$ cat config.mk
export PLATFORM = sky130hd
export DESIGN_NAME = vga_timing_gen
export DESIGN_NICKNAME = d
export VERILOG_FILES = /design/src/rtl/vga_timing_gen.sv
export SDC_FILE = /design/constraint.sdc
export NUM_CORES = 1
export LEC_CHECK = 0
export ABC_AREA = 1
export BUFFER_PORTS_ARGS = -buffer_cell sky130_fd_sc_hd__buf_2
export CAP_MARGIN = 30
export CORE_MARGIN = 3
export CORE_UTILIZATION = 45
export CTS_BUF_LIST = sky130_fd_sc_hd__clkbuf_8
export CTS_CLUSTER_SIZE = 10
export DETAILED_ROUTE_END_ITERATION = 10
export GPL_TIMING_DRIVEN = 0
export PLACE_DENSITY_LB_ADDON = 0.2
export RECOVER_POWER = 50
export SLEW_MARGIN = 15
export SYNTH_ARGS = -nofsm -noshare
export SYNTH_HDL_FRONTEND = slang
export SYNTH_SLANG_ARGS = --single-unit
$ cat constraint.sdc
create_clock -name Clk -period 1.8 [get_ports Clk]
set_clock_uncertainty 0.1 [all_clocks]
set_input_delay 0.36 -clock Clk [delete_from_list [all_inputs] [get_ports Clk]]
set_output_delay 0.36 -clock Clk [all_outputs]
set_load 0.1 [all_outputs]
$ cat src/rtl/vga_timing_gen.sv
`default_nettype none
// ============================================================================
// Module      : vga_timing_gen
// Description : 640x480@60 Hz VGA raster timing from a 50 MHz clock. Emits
//               undelayed pixel coordinates, pipeline-aligned hs/vs/blank
//               strobes, a per-frame pulse and a free-running frame counter.
// Revision    : 1.0 - initial release
// ============================================================================
module vga_timing_gen #(
  parameter int H_VIS      = 640,
  parameter int H_FP       = 16,
  parameter int H_SYNC     = 96,
  parameter int H_BP       = 48,
  parameter int V_VIS      = 480,
  parameter int V_FP       = 10,
  parameter int V_SYNC     = 2,
  parameter int V_BP       = 33,
  parameter int PIPE_DELAY = 1    // legal range 1..4
) (
  input  logic        Clk,
  input  logic        Reset_n,
  output logic        pixel_clk,
  output logic [9:0]  DrawX,
  output logic [9:0]  DrawY,
  output logic        hs,
  output logic        vs,
  output logic        blank,
  output logic        frame_start,
  output logic [12:0] deltatime
);

  localparam logic [9:0] c_H_LAST     = 10'(H_VIS + H_FP + H_SYNC + H_BP - 1);
  localparam logic [9:0] c_V_LAST     = 10'(V_VIS + V_FP + V_SYNC + V_BP - 1);
  localparam logic [9:0] c_H_VIS      = 10'(H_VIS);
  localparam logic [9:0] c_V_VIS      = 10'(V_VIS);
  localparam logic [9:0] c_HS_FIRST   = 10'(H_VIS + H_FP);
  localparam logic [9:0] c_HS_LAST    = 10'(H_VIS + H_FP + H_SYNC - 1);
  localparam logic [9:0] c_VS_FIRST   = 10'(V_VIS + V_FP);
  localparam logic [9:0] c_VS_LAST    = 10'(V_VIS + V_FP + V_SYNC - 1);
  // Idle strobe pattern {hs, vs, blank}: syncs inactive, pixel blanked.
  localparam logic [2:0] c_STROBE_IDLE = 3'b110;

  logic        r_ph;
  logic        r_pixel_clk;
  logic [9:0]  r_hc;
  logic [9:0]  r_vc;
  logic        r_frame_start;
  logic [12:0] r_deltatime;

  logic        w_tick;
  logic        w_h_end;
  logic        w_v_end;
  logic        w_hs_raw;
  logic        w_vs_raw;
  logic        w_blank_raw;
  logic [2:0]  w_raw;

  assign w_tick      = r_ph;
  assign w_h_end     = (r_hc == c_H_LAST);
  assign w_v_end     = (r_vc == c_V_LAST);

  assign w_hs_raw    = ~((r_hc >= c_HS_FIRST) && (r_hc <= c_HS_LAST));
  assign w_vs_raw    = ~((r_vc >= c_VS_FIRST) && (r_vc <= c_VS_LAST));
  assign w_blank_raw = (r_hc < c_H_VIS) && (r_vc < c_V_VIS);
  assign w_raw       = {w_hs_raw, w_vs_raw, w_blank_raw};

  // Divide-by-two phase; the pixel clock output is the phase one Clk later.
  always_ff @(posedge Clk or negedge Reset_n) begin
    if (!Reset_n) begin
      r_ph        <= 1'b0;
      r_pixel_clk <= 1'b0;
    end else begin
      r_ph        <= ~r_ph;
      r_pixel_clk <= r_ph;
    end
  end

  // Raster counters and frame counter; all wraps land on the same tick.
  always_ff @(posedge Clk or negedge Reset_n) begin
    if (!Reset_n) begin
      r_hc          <= 10'd0;
      r_vc          <= 10'd0;
      r_frame_start <= 1'b0;
      r_deltatime   <= 13'd0;
    end else begin
      r_frame_start <= w_tick && w_h_end && w_v_end;
      if (w_tick) begin
        if (w_h_end) begin
          r_hc <= 10'd0;
          if (w_v_end) begin
            r_vc        <= 10'd0;
            r_deltatime <= r_deltatime + 13'd1;
          end else begin
            r_vc <= r_vc + 10'd1;
          end
        end else begin
          r_hc <= r_hc + 10'd1;
        end
      end
    end
  end

  // Strobe delay chain so hs/vs/blank line up with the sink's ROM latency.
  generate
    for (genvar g = 0; g < PIPE_DELAY; g++) begin : g_stage
      logic [2:0] r_q;
      if (g == 0) begin : g_head
        // First stage samples the raw strobes.
        always_ff @(posedge Clk or negedge Reset_n) begin
          if (!Reset_n) r_q <= c_STROBE_IDLE;
          else          r_q <= w_raw;
        end
      end else begin : g_tail
        // Later stages shift the previous stage forward.
        always_ff @(posedge Clk or negedge Reset_n) begin
          if (!Reset_n) r_q <= c_STROBE_IDLE;
          else          r_q <= g_stage[g-1].r_q;
        end
      end
    end
  endgenerate

  assign pixel_clk        = r_pixel_clk;
  assign DrawX            = r_hc;
  assign DrawY            = r_vc;
  assign {hs, vs, blank}  = g_stage[PIPE_DELAY-1].r_q;
  assign frame_start      = r_frame_start;
  assign deltatime        = r_deltatime;

endmodule
`default_nettype wire

==> results.md <==
* I/O Pins at 40
* Core area at 0.00456 mm^2
* Residual DRC at 0
* Final Cell Area at 0.00269 mm^2
* Synth cell types at 26
* Number of synthesized flops with an enable pin at 0
* Crit Path Category: reg2reg
* Detail Placement HPWL at 3.37 mm
* TritonCTS clock tree: yes
* Endpoints failing setup at 0
* DRT Pass-1 Iters at 4
* Cts bufs inserted at 5
* Worst EP required at 1.88 ns
* Post-synth ARST share at 1.00
* Most frequent cells in the layout: nand2_1, inv_1, buf_2, nor2_1, nand3_1
* CP arrival at 1.75 ns
* Worst Setup Start Kind: flop
* Seq cells post-synth at 39
* Largest net degree at the start of global routing at 40
* Synth-to-layout area growth at 20.8%
* Unrepaired setup endpoints after global routing: no
* Initial antenna violation count at 0
* WHS Endpoint: pixel_clk$_DFF_PN0_
* Clk buf depth at 2
* Die H at 76.3 um
* Most used DFF post-synth: dfrtp_1
* Vias/cell at 4.88
* Clock slew at reported path FFs at 0.07 ns
* Share of layout cells above drive strength 1 at 0.296
* Global-route wire length before repair at 8.17 mm
* Fin crit share at 0.932
* Number of nets with antenna violations after routing at 0
* F_max at 596 MHz
* Max-slew violations at 0
* Nets at 342
* Commonest non-fill, non-tap cell in the layout: nand2_1
* Hold Vio Cnt, Final at 0
* Sequential area share after synthesis at 0.440
* Antenna cells at 0
* Hold wc startpoint: r_ph$_DFF_PN0_
* Worst r2r dst: deltatime[3]$_DFFE_PN0P_
* Total GRT Usage at 0.169
* Logic pwr share at 0.014
* Total gr overflow at 0
* Placed insts at 388
* Avg Cell Area, Syn at 7.84 um^2
* Final instance count without filler cells at 400
* Mapped cell area at 0.00223 mm^2
* Yosys top cell area share at 0.416
* Clock share of power at 0.381
* Seq pwr share at 0.605
* Critical Path Sink Type: flop
* Cell count after synthesis at 284
* H-tree depth at 2
* Internal Power at 1140 uW
* Area post-placement at 0.00258 mm^2
* Syn. warnings at 0
* GPL Wtd Cong at 0.821
* Hold slack at 0.310 ns
* Sw Share at 0.214
* Final worst slack at 0.122 ns
* NetSw at 309 uW
* Cell taking the most area after synthesis: dfrtp_1
* Number of global-route vias before repair at 1840
* Clk Latency, worst-skew pair at 0.29 ns
* Worst reg2reg path depth at 9
* R2R setup slack at 0.12 ns
* Clock sink count at 39
* DR WL/cell at 11.4 um
* Final WL at 4.54 mm
* Max_cap viols at 0
* Horiz. Die Dim at 76.3 um
* Vias at 1950
* Num rows at 24
* Final min period at 1.68 ns
* Initial DRC count at 64
* Leakage Power at 0.00131 uW
* Worst VDD drop at 0.361 mV
* Root Driver: clkbuf_8
* Slew headroom at 0.633
* Syn Nets at 292
* Pre-CTS setup slack at 0.0341 ns
* Top cells by area, synth: dfrtp_1, nand2_1, inv_1
* Die footprint at 0.00583 mm^2
* Hold depth at 0
* Maximum fanout along the worst path at 10
* PwrDens at 538 mW/mm^2
* Status: complete, no violations
* HP Class: reg2reg
* Least-Margin Pin Slew at 0.553 ns
* RR Startpoint: DrawX[0]$_DFFE_PN0P_
* Initial Util at 0.488
* Port bufs at 39
-- logic make-up after synthesis --
kind of cell             Yosys count  synth area share
XOR/XNOR                          13            0.0512
flip-flops                        39             0.440
buffers and inverters             43            0.0866
AO/OA/AOI/OAI                     23            0.0573
AND/OR/NAND/NOR                  160             0.332
adder cells (fa/ha/maj)            6            0.0337
-- power by group through the flow --
stage | clock [uW] | combinational (uW) | sequential (uW)
global placement | 0 | 19.0 | 893
CTS | 573 | 18.9 | 875
global route | 609 | 23.7 | 875
floorplan | 0 | 0.000573 | 893
finish | 551 | 19.8 | 875
detailed placement | 0 | 19.3 | 893
-- critical path, cell delays in order, from the launching register on --
cell,delay (ns)
dfrtp_4,0.45
ha_4,0.15
nand2_2,0.06
nor2_4,0.13
nand4_4,0.19
nor2_4,0.18
buf_8,0.15
inv_6,0.05
nand2_1,0.06
nand2_1,0.05
-- registers in the layout, summed over array words and instances, names as in the netlist --
signal / cells
deltatime: 13
DrawX: 10
DrawY: 10
g_stage.r_q: 3
frame_start: 1
pixel_clk: 1
r_ph: 1
-- how the worst max path moves through the flow --
stage                               end            startpoint  slack [ns]
4_1_cts        deltatime[5]$_DFFE_PN0P_  DrawY[0]$_DFFE_PN0P_        0.02
6_report       deltatime[3]$_DFFE_PN0P_  DrawX[0]$_DFFE_PN0P_        0.12
3_5_place_dp   deltatime[3]$_DFFE_PN0P_  DrawY[0]$_DFFE_PN0P_        0.03
3_3_place_gp   deltatime[8]$_DFFE_PN0P_  DrawY[0]$_DFFE_PN0P_        0.05
2_1_floorplan  deltatime[2]$_DFFE_PN0P_  DrawY[0]$_DFFE_PN0P_       -0.01
5_1_grt        deltatime[3]$_DFFE_PN0P_  DrawX[0]$_DFFE_PN0P_        0.03
-- routing by layer --
layer	track usage	wire, um	vias to the layer above
met5	0	0	-
met4	0.0471	89	0
met3	0.0426	185	15
met2	0.285	2110	43
met1	0.214	2160	895
li1	-	-	997
-- layout make-up --
class,instances,area [um^2]
clock inverter,3,11.3
clock buffer,5,68.8
multi-input combinational,202,1080
fill,430,1880
sequential,39,1020
tap,65,81.3
buffer,4,41.3
timing repair buffer,43,225
inverter,39,154
-- cells in the mapped netlist, types with 2 or more instances --
| master | n |
|---|---|
| buf_4 | 2 |
| dfrtp_1 | 37 |
| dfstp_2 | 2 |
| ha_1 | 6 |
| inv_1 | 38 |
| nand2_1 | 82 |
| nand2_2 | 2 |
| nand3_1 | 24 |
| nand4_1 | 8 |
| nor2_1 | 25 |
| nor2_2 | 2 |
| nor2_4 | 3 |
| nor3_1 | 8 |
| o21ai_0 | 19 |
| o21ai_2 | 2 |
| or2_2 | 2 |
| xor2_1 | 13 |
-- repair_timing --
action,4_1_cts,5_1_grt
setup buffers,0,2
setup endpoints to repair,0,10
hold buffers,0,1
gates resized for setup,0,1
endpoints found under the hold margin,0,18
-- stage by stage --
stage	total power [uW]	setup TNS (ns)	util
global route	1510	0	0.589
finish	1450	0	0.589
floorplan	893	-0.0746	-
CTS	1470	0	0.583
global placement	912	0	0.566
detailed placement	912	0	0.566
(Power assumes the default switching activity.)
